===== src/rtl/mips_trace_pkg.sv =====
// Shared types for the MIPS execution-trace recorder: FSM states, the stored
// per-cycle record, and the order in which a record is streamed out.
package mips_trace_pkg;

  typedef enum logic [1:0] {
    IDLE    = 2'd0,
    ARMED   = 2'd1,
    CAPTURE = 2'd2,
    FULL    = 2'd3
  } trace_state_e;

  typedef struct packed {
    logic [31:0] instruction;
    logic [31:0] write_data;
    logic [3:0]  operation;
    logic        Zero;
  } trace_rec_t;

  localparam logic [1:0] BEAT_INSTR = 2'd0;
  localparam logic [1:0] BEAT_WDATA = 2'd1;
  localparam logic [1:0] BEAT_FLAGS = 2'd2;

  function automatic logic [31:0] beat_word(input trace_rec_t rec, input logic [1:0] beat);
    case (beat)
      BEAT_INSTR: beat_word = rec.instruction;
      BEAT_WDATA: beat_word = rec.write_data;
      default:    beat_word = {27'b0, rec.operation, rec.Zero};
    endcase
  endfunction

endpackage


===== src/rtl/trace_ram.sv =====
// Trace record storage: one write port clocked, one combinational read port.
// Contents are deliberately not reset.
module trace_ram
  import mips_trace_pkg::*;
#(
  parameter int DEPTH = 16,
  parameter int AW    = $clog2(DEPTH)
) (
  input  logic             clk,
  input  logic             wr_en,
  input  logic [AW-1:0]    wr_addr,
  input  trace_rec_t       wr_rec,
  input  logic [AW-1:0]    rd_addr,
  output trace_rec_t       rd_rec
);

  trace_rec_t mem [DEPTH];

  always_ff @(posedge clk) begin
    if (wr_en) begin
      mem[wr_addr] <= wr_rec;
    end
  end

  assign rd_rec = mem[rd_addr];

endmodule


===== src/rtl/mips_trace_capture.sv =====
// Capture FSM, circular-buffer pointers and 3-beat read serializer for the
// single-cycle MIPS observation bundle.
module mips_trace_capture
  import mips_trace_pkg::*;
#(
  parameter int DEPTH = 16,
  parameter bit WRAP  = 1'b0
) (
  input  logic                   clk,
  input  logic                   rst,
  input  logic [31:0]            instruction,
  input  logic [31:0]            write_data,
  input  logic [3:0]             operation,
  input  logic                   Zero,
  input  logic                   arm,
  input  logic                   stop,
  input  logic                   trig_en,
  input  logic [31:0]            trig_instr,
  output logic                   rd_valid,
  input  logic                   rd_ready,
  output logic [31:0]            rd_data,
  output logic                   rd_last,
  output logic [$clog2(DEPTH):0] count,
  output logic                   overflow,
  output logic                   capturing
);

  localparam int AW = $clog2(DEPTH);
  localparam int CW = AW + 1;
  localparam logic [CW-1:0] FULL_CNT = CW'(DEPTH);

  trace_state_e  state_reg, state_next;
  logic [AW-1:0] wr_ptr_reg, wr_ptr_next;
  logic [AW-1:0] rd_ptr_reg, rd_ptr_next;
  logic [CW-1:0] count_reg, count_next;
  logic [1:0]    beat_reg, beat_next;
  logic          overflow_reg, overflow_next;
  logic          wr_en;
  logic          rd_fire;
  logic          trig_hit;
  trace_rec_t    cur_rec;
  trace_rec_t    rd_rec;

  assign cur_rec  = {instruction, write_data, operation, Zero};
  assign trig_hit = !trig_en || (instruction == trig_instr);
  assign rd_valid = ((state_reg == IDLE) || (state_reg == FULL)) && (count_reg != '0);
  assign rd_fire  = rd_valid && rd_ready;

  trace_ram #(
    .DEPTH (DEPTH),
    .AW    (AW)
  ) u_ram (
    .clk     (clk),
    .wr_en   (wr_en),
    .wr_addr (wr_ptr_reg),
    .wr_rec  (cur_rec),
    .rd_addr (rd_ptr_reg),
    .rd_rec  (rd_rec)
  );

  always_comb begin
    state_next    = state_reg;
    wr_ptr_next   = wr_ptr_reg;
    rd_ptr_next   = rd_ptr_reg;
    count_next    = count_reg;
    beat_next     = beat_reg;
    overflow_next = overflow_reg;
    wr_en         = 1'b0;

    // Reads only happen in IDLE/FULL, so they never race a capture write.
    if (rd_fire) begin
      if (beat_reg == BEAT_FLAGS) begin
        beat_next   = BEAT_INSTR;
        rd_ptr_next = rd_ptr_reg + 1'b1;
        count_next  = count_reg - 1'b1;
      end else begin
        beat_next = beat_reg + 1'b1;
      end
    end

    if (stop) begin
      if (state_reg != IDLE) begin
        state_next = IDLE;
      end
    end else if (arm) begin
      state_next    = ARMED;
      wr_ptr_next   = '0;
      rd_ptr_next   = '0;
      count_next    = '0;
      beat_next     = BEAT_INSTR;
      overflow_next = 1'b0;
    end else begin
      case (state_reg)
        ARMED: begin
          if (trig_hit) begin
            wr_en       = 1'b1;
            wr_ptr_next = wr_ptr_reg + 1'b1;
            count_next  = count_reg + 1'b1;
            state_next  = CAPTURE;
          end
        end
        CAPTURE: begin
          wr_en       = 1'b1;
          wr_ptr_next = wr_ptr_reg + 1'b1;
          // Only reachable when wrapping: drop the oldest record in place.
          if (count_reg == FULL_CNT) begin
            rd_ptr_next   = rd_ptr_reg + 1'b1;
            overflow_next = 1'b1;
          end else begin
            count_next = count_reg + 1'b1;
            if (!WRAP && (count_reg == FULL_CNT - 1'b1)) begin
              state_next = FULL;
            end
          end
        end
        FULL: begin
          overflow_next = 1'b1;
          if (count_next == '0) begin
            state_next = IDLE;
          end
        end
        default: ;
      endcase
    end
  end

  always_ff @(posedge clk or posedge rst) begin
    if (rst) begin
      state_reg    <= IDLE;
      wr_ptr_reg   <= '0;
      rd_ptr_reg   <= '0;
      count_reg    <= '0;
      beat_reg     <= BEAT_INSTR;
      overflow_reg <= 1'b0;
    end else begin
      state_reg    <= state_next;
      wr_ptr_reg   <= wr_ptr_next;
      rd_ptr_reg   <= rd_ptr_next;
      count_reg    <= count_next;
      beat_reg     <= beat_next;
      overflow_reg <= overflow_next;
    end
  end

  assign rd_data   = rd_valid ? beat_word(rd_rec, beat_reg) : 32'h0;
  assign rd_last   = rd_valid && (beat_reg == BEAT_FLAGS);
  assign count     = count_reg;
  assign overflow  = overflow_reg;
  assign capturing = (state_reg == ARMED) || (state_reg == CAPTURE);

endmodule


===== config.mk =====
export PLATFORM = sky130hd
export DESIGN_NAME = mips_trace_capture
export DESIGN_NICKNAME = d
export VERILOG_FILES = /design/src/rtl/mips_trace_pkg.sv /design/src/rtl/trace_ram.sv /design/src/rtl/mips_trace_capture.sv
export SDC_FILE = /design/constraint.sdc
export NUM_CORES = 1
export LEC_CHECK = 0
export ABC_AREA = 1
export CORE_MARGIN = 4
export CORE_UTILIZATION = 40
export CTS_CLUSTER_DIAMETER = 80
export DETAILED_ROUTE_END_ITERATION = 8
export GPL_ROUTABILITY_DRIVEN = 0
export PLACE_DENSITY_LB_ADDON = 0.3
export SYNTH_ARGS = -nofsm -noshare
export SYNTH_HDL_FRONTEND = slang
export SYNTH_SLANG_ARGS = --single-unit

===== constraint.sdc =====
create_clock -name clk -period 4.5 [get_ports clk]
set_clock_uncertainty 0.15 [all_clocks]
set_input_delay 0.45 -clock clk [delete_from_list [all_inputs] [get_ports clk]]
set_output_delay 0.45 -clock clk [all_outputs]
set_load 0.01 [all_outputs]

==> impl_metrics.env <==
export IMPL_run_status="finished clean"
export IMPL_dieWidth_um=342
export IMPL_setup_tns_final_ns=0
export IMPL_power_total_mw=21.8
export IMPL_power_per_cell_area_nw_per_um2=414
export IMPL_design_final_nets=3589
export IMPL_layout_filler_cells=9711
export IMPL_yosys_cell_count_top_type="sky130_fd_sc_hd__edfxtp_1"
export IMPL_insertedDiodeCount=0
export IMPL_number_of_enable_type_register_cells_in_the_synthesized_netlist=1104
export IMPL_static_leakage_power_nw=17.0
export IMPL_num_rows=122
export IMPL_critPathKind="reg2out"
export IMPL_timing_fmax_mhz=228
export IMPL_synthesis_instances=3273
export IMPL_path_clk_slew_ns=0.06
export IMPL_clkLatencyLatePin_ns=0.67
export IMPL_period_share_pct=97.3
export IMPL_mappedNetlistArea_um2=44700
export IMPL_drt_wirelength_per_cell_um=26.5
export IMPL_power_share_combinational_pct=4.4
export IMPL_worst_setup_path_start_kind="register"
export IMPL_dpl_hpwl_um=79600
export IMPL_seqCellArea_um2=33600
export IMPL_tritoncts="yes"
export IMPL_power_ir_vdd_worst_v=0.000285
export IMPL_max_slew_margin_rel_pct=25.0
export IMPL_worst_endpoint_required_ns=3.90
export IMPL_worst_slew_pin_slew_ns=1.12
export IMPL_design_core_area_um2=111000
export IMPL_dpl_cell_count=4835
export IMPL_finalHoldViolations=0
export IMPL_via_cell_ratio=5.78
export IMPL_end_kind="output pin"
export IMPL_first_pass_grt_wire_length_um=194000
export IMPL_via_count_of_the_first_global_routing_pass=27842
export IMPL_footprint_of_the_multi_input_gates_um2=9970
export IMPL_grt_overflow_total=0
export IMPL_rsz0062_at_grt="yes"
export IMPL_power_frac_clock_pct=42.7
export IMPL_max_cap_viols=0
export IMPL_critPathSlowestCell="sky130_fd_sc_hd__dfrtp_4"
export IMPL_detailroute_via_count=29220
export IMPL_layout_core_utilization_pct=47.6
export IMPL_grt_total_usage_pct=22.3
export IMPL_drive_above_1_share_pct=10.4
export IMPL_worst_hold_path_type="in2async"
export IMPL_power_switching_mw=4.64
export IMPL_synth_top_area_share_pct=74.2
export IMPL_maxSlewViolCount=0
export IMPL_floorplan_die_area_um2=117000
export IMPL_worstPathArrival_ns=3.78
export IMPL_final_cell_count_no_fill=5052
export IMPL_synthesis_warnings=0
export IMPL_critical_path_cell_chain="buf_4 -> o21ai_0 -> o22ai_1 -> o21ai_0 -> o221ai_1 -> nand3_1 -> nor2_1 -> clkdlybuf4s50_1"
export IMPL_synth_seq_cells=1122
export IMPL_critical_path_peak_fanout=34
export IMPL_post_synth_cell_area_avg_um2=13.7
export IMPL_intPower_mw=17.2
export IMPL_max_reg_flops=1104
export IMPL_number_of_cts_inserted_buffers=113
export IMPL_synthFlopType="sky130_fd_sc_hd__edfxtp_1"
export IMPL_pin_count=148
export IMPL_cp_common_cell="sky130_fd_sc_hd__o21ai_0"
export IMPL_synth_lib_cells_used_distinct=43
export IMPL_asyncSetResetFlopFracSynth_pct=1.60
export IMPL_finalSetupViolations=0
export IMPL_ctsHtreeMaxLevel=3
export IMPL_pin_count_of_the_biggest_net_entering_global_routing=90
export IMPL_cts_root_buffer="sky130_fd_sc_hd__clkbuf_16"
export IMPL_detailedRoute_firstPassIterationCount=6
export IMPL_clock_tree_buffer_depth=3
export IMPL_remaining_drc_errors=0
export IMPL_hold_buf_cts=0
export IMPL_die_height_um=342
export IMPL_postRouteWirelength_um=134000
export IMPL_period_needed_ns=4.38
export IMPL_io_buffer_count=147
export IMPL_power_switching_fraction_pct=21.3
export IMPL_synth_cells_most_frequent="sky130_fd_sc_hd__edfxtp_1, sky130_fd_sc_hd__nor2_1, sky130_fd_sc_hd__o21ai_0"
export IMPL_proportion_of_synthesized_chip_area_in_sequential_cells_pct=75.2
export IMPL_synthTopCellsByArea="sky130_fd_sc_hd__edfxtp_1, sky130_fd_sc_hd__o21ai_0, sky130_fd_sc_hd__nor2_1"
export IMPL_start_util_pct=40.3
export IMPL_drtIter0Drc=3695
export IMPL_route_antenna_remaining_nets=0
export IMPL_synth_top_area_cell="sky130_fd_sc_hd__edfxtp_1"
export IMPL_power_sequential_fraction_pct=53.0
export IMPL_tritoncts_num_sinks=1122
export IMPL_grt_antenna_before_repair=6
export IMPL_mappedNetlistNets=3392
export IMPL_synthToLayoutAreaGrowth_pct=18.1
export IMPL_hold_ws_ns=0.0699
export IMPL_critPathMaxStageDelay_ns=0.60
==> final cells by class <==
class	instances	share of cell area, %
Multi-Input combinational cell	1869	18.9
Clock inverter	82	1.41
Sequential cell	1122	63.7
Timing Repair Buffer	316	6.60
Inverter	48	0.394
Tap cell	1488	3.53
Clock buffer	127	5.50
==> through the flow <==
stage / worst slack (ns) / area [um2]
after floorplan: -0.517 / 44700
after global placement: 0.444 / 49000
after detailed placement: 0.484 / 49000
after CTS: 0.0161 / 52700
after global routing: -0.000874 / 52800
final: 0.123 / 52800
==> cell usage in the layout (no fill, tap or decap), types with 13 or more instances in the layout <==
cell type / instances
sky130_fd_sc_hd__a21oi_1: 132
sky130_fd_sc_hd__buf_12: 52
sky130_fd_sc_hd__buf_4: 111
sky130_fd_sc_hd__bufinv_16: 13
sky130_fd_sc_hd__clkbuf_1: 13
sky130_fd_sc_hd__clkbuf_16: 114
sky130_fd_sc_hd__clkdlybuf4s50_1: 147
sky130_fd_sc_hd__clkinv_1: 33
sky130_fd_sc_hd__clkinv_2: 24
sky130_fd_sc_hd__dfrtp_1: 14
sky130_fd_sc_hd__edfxtp_1: 1104
sky130_fd_sc_hd__inv_1: 40
sky130_fd_sc_hd__nand2_1: 197
sky130_fd_sc_hd__nand3_1: 60
sky130_fd_sc_hd__nor2_1: 505
sky130_fd_sc_hd__nor2_4: 16
sky130_fd_sc_hd__o211ai_1: 77
sky130_fd_sc_hd__o21a_1: 27
sky130_fd_sc_hd__o21ai_0: 486
sky130_fd_sc_hd__o221ai_1: 175
sky130_fd_sc_hd__o22ai_1: 85
sky130_fd_sc_hd__xnor2_1: 26
==> metal layers <==
metal	track usage, %	wire length (um)	vias up
li1	-	-	12884
met1	31.5	55700	14684
met2	35.3	62400	1434
met3	4.19	11800	208
met4	6.76	3800	10
met5	0	75	-
==> power groups by stage <==
stage,registers (mW),clock network [mW],logic (mW)
CTS,11.6,9.43,0.954
global route,11.6,9.89,1.01
detailed placement,11.8,0,0.949
finish,11.6,9.32,0.954
floorplan,11.8,0,0.288
global placement,11.8,0,0.951
==> worst paths after layout <==
kind                               start                to  slack [ns]  cells after the start
max                        rd_ptr_reg[0]        rd_data[2]        0.12                      8
min                                  rst          count[2]        0.07                      2
max reg2reg                 state_reg[0]  u_ram.mem[6][63]        1.44                      9
min reg2reg                     overflow          overflow        0.38                      2
max in group asynchronous            rst     rd_ptr_reg[3]        3.57                      2
min in group clk                overflow          overflow        0.38                      2
==> cells by family after synthesis <==
kind of cell / after synthesis / share of synthesized area, %
AO/OA/AOI/OAI: 1031 / 14.1
XOR/XNOR: 31 / 0.607
adder cells (fa/ha/maj): 12 / 0.336
buffers and inverters: 282 / 2.86
flip-flops: 1122 / 75.2
AND/OR/NAND/NOR: 795 / 6.93
==> critical path: cells and delay by family (launching register included) <==
kind,cells,cell delay (ns)
flops,1,0.60
compound gates,4,1.05
simple gates,2,0.40
buf+inv,2,1.00
==> repair_timing <==
action                     in CTS  in global routing
setup buffers                   4                  3
setup endpoints to repair       2                 14
resized for setup               4                  8
cloned                          1                  0
(Power assumes the default switching activity.)
